<file path="config.mk">
export PLATFORM = sky130hd
export DESIGN_NAME = spi_memory_burst
export DESIGN_NICKNAME = d
export VERILOG_FILES = /design/src/rtl/spi_mem_pkg.sv /design/src/rtl/spi_memory_burst_input_conditioner.sv /design/src/rtl/spi_memory_burst.sv
export SDC_FILE = /design/constraint.sdc
export NUM_CORES = 1
export LEC_CHECK = 0
export CAP_MARGIN = 20
export CORE_MARGIN = 2
export CORE_UTILIZATION = 60
export DETAILED_ROUTE_END_ITERATION = 10
export PLACE_DENSITY = 0.76
export SYNTH_ARGS = -nofsm -noshare
export SYNTH_HDL_FRONTEND = slang
export SYNTH_SLANG_ARGS = --single-unit
</file>
<file path="constraint.sdc">
create_clock -name clk -period 2.8 [get_ports clk]
set_input_delay 0.56 -clock clk [delete_from_list [all_inputs] [get_ports clk]]
set_output_delay 0.56 -clock clk [all_outputs]
set_load 0.03 [all_outputs]
</file>
<file path="src/rtl/spi_mem_pkg.sv">
// Shared types and helpers for the SPI-slave burst RAM.
package spi_mem_pkg;

    typedef enum logic [2:0] {
        ST_IDLE,
        ST_ADDR,
        ST_RW,
        ST_WR_DATA,
        ST_WR_COMMIT,
        ST_RD_LOAD,
        ST_RD_SHIFT,
        ST_HOLD
    } spi_state_t;

    localparam logic RW_READ  = 1'b1;
    localparam logic RW_WRITE = 1'b0;

    // Width of a counter that runs 0 .. n-1 (at least one bit).
    function automatic int cnt_w(input int n);
        return (n < 2) ? 1 : $clog2(n);
    endfunction

endpackage

</file>
<file path="src/rtl/spi_memory_burst_input_conditioner.sv">
// Pin synchroniser with one-cycle rise/fall pulses taken from the last two flops.
module spi_input_conditioner #(
    parameter int   SYNC_STAGES = 2,
    parameter logic RST_VAL     = 1'b0
) (
    input  logic clk,
    input  logic reset,
    input  logic pin,
    output logic level,
    output logic rise,
    output logic fall
);

    // sync_q[0] is the newest sample; SYNC_STAGES must be at least 2.
    logic [SYNC_STAGES-1:0] sync_q;

    always_ff @(posedge clk or posedge reset) begin
        if (reset) begin
            sync_q <= {SYNC_STAGES{RST_VAL}};
        end else begin
            sync_q <= {sync_q[SYNC_STAGES-2:0], pin};
        end
    end

    assign level = sync_q[SYNC_STAGES-1];
    assign rise  =  sync_q[SYNC_STAGES-2] & ~sync_q[SYNC_STAGES-1];
    assign fall  = ~sync_q[SYNC_STAGES-2] &  sync_q[SYNC_STAGES-1];

endmodule

</file>
<file path="src/rtl/spi_memory_burst.sv">
// SPI mode-0 slave RAM with parametrised address/data width.
// Define SPI_MEM_BURST_EN for auto-incrementing bursts; otherwise one word per frame.
module spi_memory_burst #(
    parameter int ADDR_W      = 7,
    parameter int DATA_W      = 8,
    parameter int SYNC_STAGES = 2
) (
    input  logic       clk,
    input  logic       reset,
    input  logic       sclk_pin,
    input  logic       cs_pin,
    input  logic       mosi_pin,
    output logic       miso_pin,
    output logic [3:0] leds
);

    import spi_mem_pkg::*;

    localparam int CNT_W = cnt_w((ADDR_W > DATA_W) ? ADDR_W : DATA_W);
    localparam logic [CNT_W-1:0] ADDR_LAST = CNT_W'(ADDR_W - 1);
    localparam logic [CNT_W-1:0] DATA_LAST = CNT_W'(DATA_W - 1);

    logic sclk_lvl, sclk_rise, sclk_fall;
    logic cs_lvl, cs_rise, cs_fall;
    logic mosi_s, mosi_rise, mosi_fall;

    spi_input_conditioner #(.SYNC_STAGES(SYNC_STAGES), .RST_VAL(1'b0)) u_sclk (
        .clk(clk), .reset(reset), .pin(sclk_pin),
        .level(sclk_lvl), .rise(sclk_rise), .fall(sclk_fall)
    );

    // cs idles high so a reset never looks like the start of a frame.
    spi_input_conditioner #(.SYNC_STAGES(SYNC_STAGES), .RST_VAL(1'b1)) u_cs (
        .clk(clk), .reset(reset), .pin(cs_pin),
        .level(cs_lvl), .rise(cs_rise), .fall(cs_fall)
    );

    spi_input_conditioner #(.SYNC_STAGES(SYNC_STAGES), .RST_VAL(1'b0)) u_mosi (
        .clk(clk), .reset(reset), .pin(mosi_pin),
        .level(mosi_s), .rise(mosi_rise), .fall(mosi_fall)
    );

    logic unused_edges;
    assign unused_edges = &{1'b0, sclk_lvl, cs_fall, mosi_rise, mosi_fall};

    spi_state_t              state_q, state_d;
    logic [CNT_W-1:0]        cnt_q, cnt_d;
    logic [ADDR_W-1:0]       addr_q, addr_d;
    logic [DATA_W-1:0]       shift_q, shift_d;
    logic                    miso_q, miso_d;
    logic                    tog_q, tog_d;
    logic                    rd_q, rd_d;
    logic                    wr_q, wr_d;
    logic                    mem_we;
    logic                    cs_hi;

    logic [DATA_W-1:0] mem [2**ADDR_W];

    // A cs rise pulse beats any sclk edge seen in the same cycle.
    assign cs_hi = cs_lvl | cs_rise;

    always_ff @(posedge clk or posedge reset) begin
        if (reset) begin
            state_q <= ST_IDLE;
            cnt_q   <= '0;
            addr_q  <= '0;
            shift_q <= '0;
            miso_q  <= 1'b0;
            tog_q   <= 1'b0;
            rd_q    <= 1'b0;
            wr_q    <= 1'b0;
        end else begin
            state_q <= state_d;
            cnt_q   <= cnt_d;
            addr_q  <= addr_d;
            shift_q <= shift_d;
            miso_q  <= miso_d;
            tog_q   <= tog_d;
            rd_q    <= rd_d;
            wr_q    <= wr_d;
        end
    end

    // Storage is deliberately left out of reset so contents survive it.
    always_ff @(posedge clk) begin
        if (mem_we) begin
            mem[addr_q] <= shift_q;
        end
    end

    always_comb begin
        state_d = state_q;
        cnt_d   = cnt_q;
        addr_d  = addr_q;
        shift_d = shift_q;
        miso_d  = miso_q;
        tog_d   = tog_q;
        rd_d    = rd_q;
        wr_d    = wr_q;
        mem_we  = 1'b0;

        if (cs_hi) begin
            state_d = ST_IDLE;
            cnt_d   = '0;
            miso_d  = 1'b0;
            rd_d    = 1'b0;
            wr_d    = 1'b0;
        end else begin
            case (state_q)
                ST_IDLE: begin
                    state_d = ST_ADDR;
                    cnt_d   = '0;
                end
                ST_ADDR: begin
                    if (sclk_rise) begin
                        addr_d = {addr_q[ADDR_W-2:0], mosi_s};
                        if (cnt_q == ADDR_LAST) begin
                            cnt_d   = '0;
                            state_d = ST_RW;
                        end else begin
                            cnt_d = cnt_q + 1'b1;
                        end
                    end
                end
                ST_RW: begin
                    if (sclk_rise) begin
                        rd_d    = (mosi_s == RW_READ);
                        wr_d    = (mosi_s == RW_WRITE);
                        state_d = (mosi_s == RW_WRITE) ? ST_WR_DATA : ST_RD_LOAD;
                    end
                end
                ST_WR_DATA: begin
                    if (sclk_rise) begin
                        shift_d = {shift_q[DATA_W-2:0], mosi_s};
                        if (cnt_q == DATA_LAST) begin
                            cnt_d   = '0;
                            state_d = ST_WR_COMMIT;
                        end else begin
                            cnt_d = cnt_q + 1'b1;
                        end
                    end
                end
                ST_WR_COMMIT: begin
                    mem_we = 1'b1;
                    tog_d  = ~tog_q;
`ifdef SPI_MEM_BURST_EN
                    addr_d  = addr_q + 1'b1;
                    state_d = ST_WR_DATA;
`else
                    state_d = ST_HOLD;
`endif
                end
                ST_RD_LOAD: begin
                    shift_d = mem[addr_q];
`ifdef SPI_MEM_BURST_EN
                    addr_d  = addr_q + 1'b1;
`endif
                    state_d = ST_RD_SHIFT;
                end
                ST_RD_SHIFT: begin
                    if (sclk_fall) begin
                        miso_d  = shift_q[DATA_W-1];
                        shift_d = {shift_q[DATA_W-2:0], 1'b0};
                        if (cnt_q == DATA_LAST) begin
                            cnt_d = '0;
`ifdef SPI_MEM_BURST_EN
                            state_d = ST_RD_LOAD;
`else
                            state_d = ST_HOLD;
`endif
                        end else begin
                            cnt_d = cnt_q + 1'b1;
                        end
                    end
                end
                ST_HOLD: begin
                    // The last read bit stays valid until the master's next fall.
                    if (sclk_fall) begin
                        miso_d = 1'b0;
                    end
                end
                default: state_d = ST_IDLE;
            endcase
        end
    end

    assign miso_pin = miso_q;
    assign leds     = {rd_q, wr_q, (state_q != ST_IDLE), tog_q};

endmodule

</file>
Word level (Yosys, flattened, before mapping) --
Memories as Yosys holds them, arrays and structs flattened. Cells that the tools add are included.
Cells by class: add/subtract/negate cells 1, equality and inequality tests 19, mux-type cells 34, bitwise operators 10, reductions and logical operators 15
Operators with widths (count):
- 3-bit two-way mux | 15
- 3-bit inequality test, second input constant | 8
- 8-bit one-hot mux with 3 select lines | 1
- 3-bit one-hot mux with 7 select lines | 1
- 3-bit == test, second input constant | 6
- 8-bit two-way mux | 2
- 1-bit two-way mux | 13
- 3-bit one-hot mux with 4 select lines | 1
- 3-bit nonzero test | 3
- 4-bit AND reduction | 2
- 8-bit AND reduction | 1
- 8-bit nonzero test | 1
- 3-bit by 2-bit == test with 1-bit output, second input constant | 2
- 1-bit inverter | 6
- 3-bit AND reduction | 2
- 5-bit nonzero test | 1
- 2-bit inequality test, second input constant | 2
- 2-bit AND reduction | 2
- 2-bit nonzero test | 2
- 3-bit by 1-bit adder with 3-bit output, second input constant | 1
- 1-bit bitwise AND | 3
- 3-bit by 1-bit == test with 1-bit output, second input constant | 1
- 3-bit zero test | 1
- 1-bit one-hot mux with 2 select lines | 1
- 1-bit bitwise OR | 1
Storage, ports and cells: register bits after elaboration 31, RAM bits 1024, input bits 5, output and inout bits 5, word-level logic and storage cells 91, memories 1
Memory list:
- mem | depth 128, width 8, rd ports 1, clocked after memory_dff 0, wr ports 1, line spi_memory_burst.sv:57 | logic [DATA_W-1:0] mem [2**ADDR_W];

Logic depth before layout (Yosys ltp) --
Gate-level depths: netlist of the first run.
depth after elaboration 6, mapped depth 12, depth with buffers taken out 7

Cells and area by module --
Synthesis of the first run repeated with hierarchy kept, for this count alone.
Second synthesis, totals: cell total of the unflattened synthesis 2429, area, all modules 41710.0 um^2
Modules (own cells, without submodules):
- spi_memory_burst | times used 1, cells an instance 2414, area each 41501.1 um^2
- spi_input_conditioner (u_mosi ...) | times used 2, cells an instance 5, area each 68.8 um^2
- spi_input_conditioner (u_cs) | times used 1, cells an instance 5, area each 71.3 um^2

Worst setup path before layout of the first run --
Ideal clock, no wire load.
path kind reg2reg, from register addr_q[0], to memory mem[100][0], enable pin, data arrival time 2.198 ns, data required time 2.430 ns, setup slack 0.231 ns, stages on the path, launching flop included 9, buffers on the path 5, period minus slack after synthesis 2.569 ns, cells stage by stage dfrtp_1 -> buf_4 -> buf_6 -> nor3b_2 -> buf_2 -> buf_1 -> nand2_1 -> clkbuf_1 -> nor2_1
RTL lines:
- start, declared | line spi_memory_burst.sv:48 | logic [ADDR_W-1:0] addr_q, addr_d;
- start signal, assigned | line spi_memory_burst.sv:75 | addr_q <= addr_d;
- end, declared | line spi_memory_burst.sv:57
No word-level cell before the write port.

Worst setup path after layout of the first run --
from register addr_q[2], to register shift_q[0]
On the way: cells in the longest elaborated chain, start to end 2
RTL lines:
- memory 128 x 8 bit
- 8-bit one-hot mux with 3 select lines | line spi_memory_burst.sv:109 | case (state_q)
- end signal, assigned | line spi_memory_burst.sv:76 | shift_q <= shift_d;
- end, declared | line spi_memory_burst.sv:49 | logic [DATA_W-1:0] shift_q, shift_d;
Every way passes these cells. A chain may end at the register's enable or synchronous reset.

==> flow_summary.yaml, run 1 <==
logic_synthesis:
  syn-cell-area_um2: 41500
  synth_fa_ha_area_share_pct: 0.0905
  synth_common_cells: "1024 x edfxtp_1, 197 x nor2_1, 102 x a221oi_1, 92 x nand2_1, 83 x mux2i_1"
  avgSynthCellArea_um2: 17.6
  synth.most_common_cell: "edfxtp_1"
  yosysSeqAreaShare_pct: 76.1
  synth_compound_area_share_pct: 9.24
  syn_nets: 2370
  yosysUniqueCellTypes: 78
  synth.top_cell.area_share_pct: 74.2
  synth_xor_area_share_pct: 0.0423
  yosys.area_share.simple_pct: 4.04
  synth_top_family_by_area: "compound AO/OA/AOI/OAI gates"
  synth_cells: 2362
  synthArstFlopShare_pct: 2.94
  synth_mux_area_share_pct: 8.22
  synth_flop_cell: "edfxtp_1"
  yosysWarnings: 0
  synth_area_leaders: "edfxtp_1 74%, mux4_2 4.2%, a221oi_1 2.2%"
  yosys_register_bits: 1055
  yosys.area.top_type: "edfxtp_1"
  synth-edff-count: 1024
cts:
  path_clk_slew_ps: 60
  cts_tree: "built"
  cts.sinks: 1055
  cts_root_buf: "clkbuf_16"
  cts_buffers: 101
  cts.path.max_buffers: 3
  hold_buffers: 0
  clock_latency_ps: 690
  h-tree-depth: 3
global_route:
  grt_max_degree: 130
  grt_pass1_vias: 25600
  grt_pass1_wl_um: 177000
  grt_antenna_before_repair: 3
  grt_usage_pct: 35.2
  grt-ovfl-total: 0
timing:
  slew_headroom_pct: 38.7
  worst_pin_slew_ps: 919
  fin_crit_ps: 2880
  setup_viol: 1
  min_period_over_period_pct: 103
  slew_viol_final: 0
  skew_ps: 30.4
  rsz0062_at_grt: "yes"
  fmax_mhz: 348
  hold_violations: 0
  setup_ws_ps: -76.5
critical_path:
  crit_path_end_kind: "flop"
  crit_top_cell: "buf_12"
  cp_max_fo: 13
  crit_slowest_cell: "dfrtp_4"
  crit_type: "flop to flop"
  cp-start-kind: "flop"
  crit_chain: "buf_12 > buf_12 > nor3b_4 > buf_12 > buf_12 > a22oi_1 > o211ai_1 > nand4_1 > and3_1 > a31oi_1"
  arrival_ps: 3480
  r2r_setup_slack_ps: -80
  r2r_cells: 10
  cp.required_ps: 3400
  path_depth: 10
  crit_family: "simple AND/OR/NAND/NOR gates"
  worstReg2RegStart: "addr_q[2]"
  r2r-end: "shift_q[0]"
  critPathBufInv: 4
  crit_path_max_incr_delay_ps: 530
detailed_routing:
  drcViolationCount: 0
  routed-wl-met3_um: 16400
  top_layer_used: "met5"
  avgRoutedWirePerCell_um: 33.4
  num_vias: 26200
  met1Wirelength_um: 44100
  postRouteAntennaNets: 0
  drt-initial-drc-count: 4117
  route.met2.wl_um: 56300
  drt_first_pass_iters: 6
  via_per_inst: 7.04
  wl_um: 124000
die:
  die_width_um: 267
  rows: 96
  io_pins: 10
  fp.dieH_um: 267
  initial_core_util_pct: 60.5
  core_um2: 68500
  dieArea_um2: 71200
pwr:
  max-vdd-ir-drop_mv: 0.855
  power_mw: 34.0
  power_density_nw_per_um2: 689
  p_leak_nw: 16.4
placement:
  place_congestion: 0.970
  port_buffers: 9
  dp_hpwl_um: 78200
  dpl.cell_count: 3497
layout:
  final_util_pct: 72.0
  area_growth_syn_to_layout_pct: 18.9
  fin_cells: 3717
  final.fill_count: 4055
  drive_above_1_share_pct: 28.5
  nNetsFinal: 2760
flow_run:
  cap_violations: 0
worst_hold_path:
  whs_endpoint: "u_cs.sync_q[0]"
  min_from: "cs_pin"
  hp-class: "input pin to flop"
  holdPathStages: 1
outcome:
  violations: "setup timing"
  status: "complete, but fails checks"
metrics by stage:
| step | instance area, um2 | TNS (ps) | setup WS, ps | hold WS, ps |
|---|---|---|---|---|
| floorplan | 41500 | 0 | 231 | 331 |
| global placement | 45400 | -548 | -149 | 345 |
| detailed placement | 45400 | -577 | -128 | 357 |
| CTS | 48800 | -31.1 | -31.1 | 278 |
| global route | 49300 | -21.6 | -21.6 | 286 |
| finish | 49300 | -76.5 | -76.5 | 291 |
repair_timing:
item | CTS | global route
endpoints found under the setup margin | 16 | 8
resized for setup | 10 | 65
buffers inserted | 10 | 26
pin swaps | 2 | 36
logic make-up (layout without fill, tap and decap cells):
kind of cell / Yosys count / after routing
flops: 1055 / 1055
compound gates: 518 / 518
simple gates: 375 / 375
mux: 235 / 235
buf+inv: 174 / 646
fa+ha+maj: 3 / 3
xor+xnor: 2 / 2
other cells: 0 / 1
layout make-up:
type                       count  area [um2]  share of cell area (%)
antenna                        1        2.50                 0.00508
clock buffer                 125        2680                    5.44
clock inverter                60         563                    1.14
inverter                      11        41.3                  0.0837
multi-input combinational   1133        9250                    18.8
sequential                  1055       31600                    64.0
tap                          882        1100                    2.24
timing repair buffer         450        4100                    8.31
per-layer routing:
metal / vias up / global-route usage [%]
li1: 10400 / -
met1: 13100 / 48.3
met4: 4 / 18.7
met3: 429 / 8.87
met5: - / 0
met2: 2212 / 52.6
flip-flops by register name, indices dropped and copies added (netlist names):
| register | flops |
|---|---|
| addr_q | 7 |
| tog_q | 1 |
| cnt_q | 3 |
| rd_q | 1 |
| state_q | 3 |
| shift_q | 8 |
| u_mosi.sync_q | 2 |
| u_cs.sync_q | 2 |
| mem | 1024 |
| miso_pin | 1 |
| u_sclk.sync_q | 2 |
| wr_q | 1 |
where the power goes:
| part | switching [mW] | internal, mW |
|---|---|---|
| clock network | 5.86 | 7.71 |
| registers | 0.0904 | 17.3 |
| logic | 1.83 | 1.24 |
how the worst max path moves through the flow:
stage	to	from	slack, ps
floorplan	mem[100][0]	addr_q[0]	230
global placement	shift_q[0]	addr_q[2]	-150
detailed placement	shift_q[1]	addr_q[0]	-130
CTS	shift_q[1]	addr_q[2]	-30
global route	shift_q[6]	addr_q[1]	-20
finish	shift_q[0]	addr_q[2]	-80
layout by cell type, fill, tap and decap left out, drive strengths merged, types with 65 or more instances in the layout:
| cell | instances |
|---|---|
| edfxtp | 1024 |
| buf | 440 |
| nor2 | 198 |
| clkbuf | 126 |
| a221oi | 103 |
| nand2 | 92 |
| mux2i | 83 |
| a21oi | 77 |
| mux4 | 77 |
| o21ai | 76 |
| mux2 | 75 |
| a22oi | 65 |
Power figures use the tool's default switching activity.
==> inputs of run 2 (changes only) <==
- CAP_MARGIN: 20 -> unset
==> results of run 2 <==
No change in the layout: final DEF, timing and power equal those of run 1.
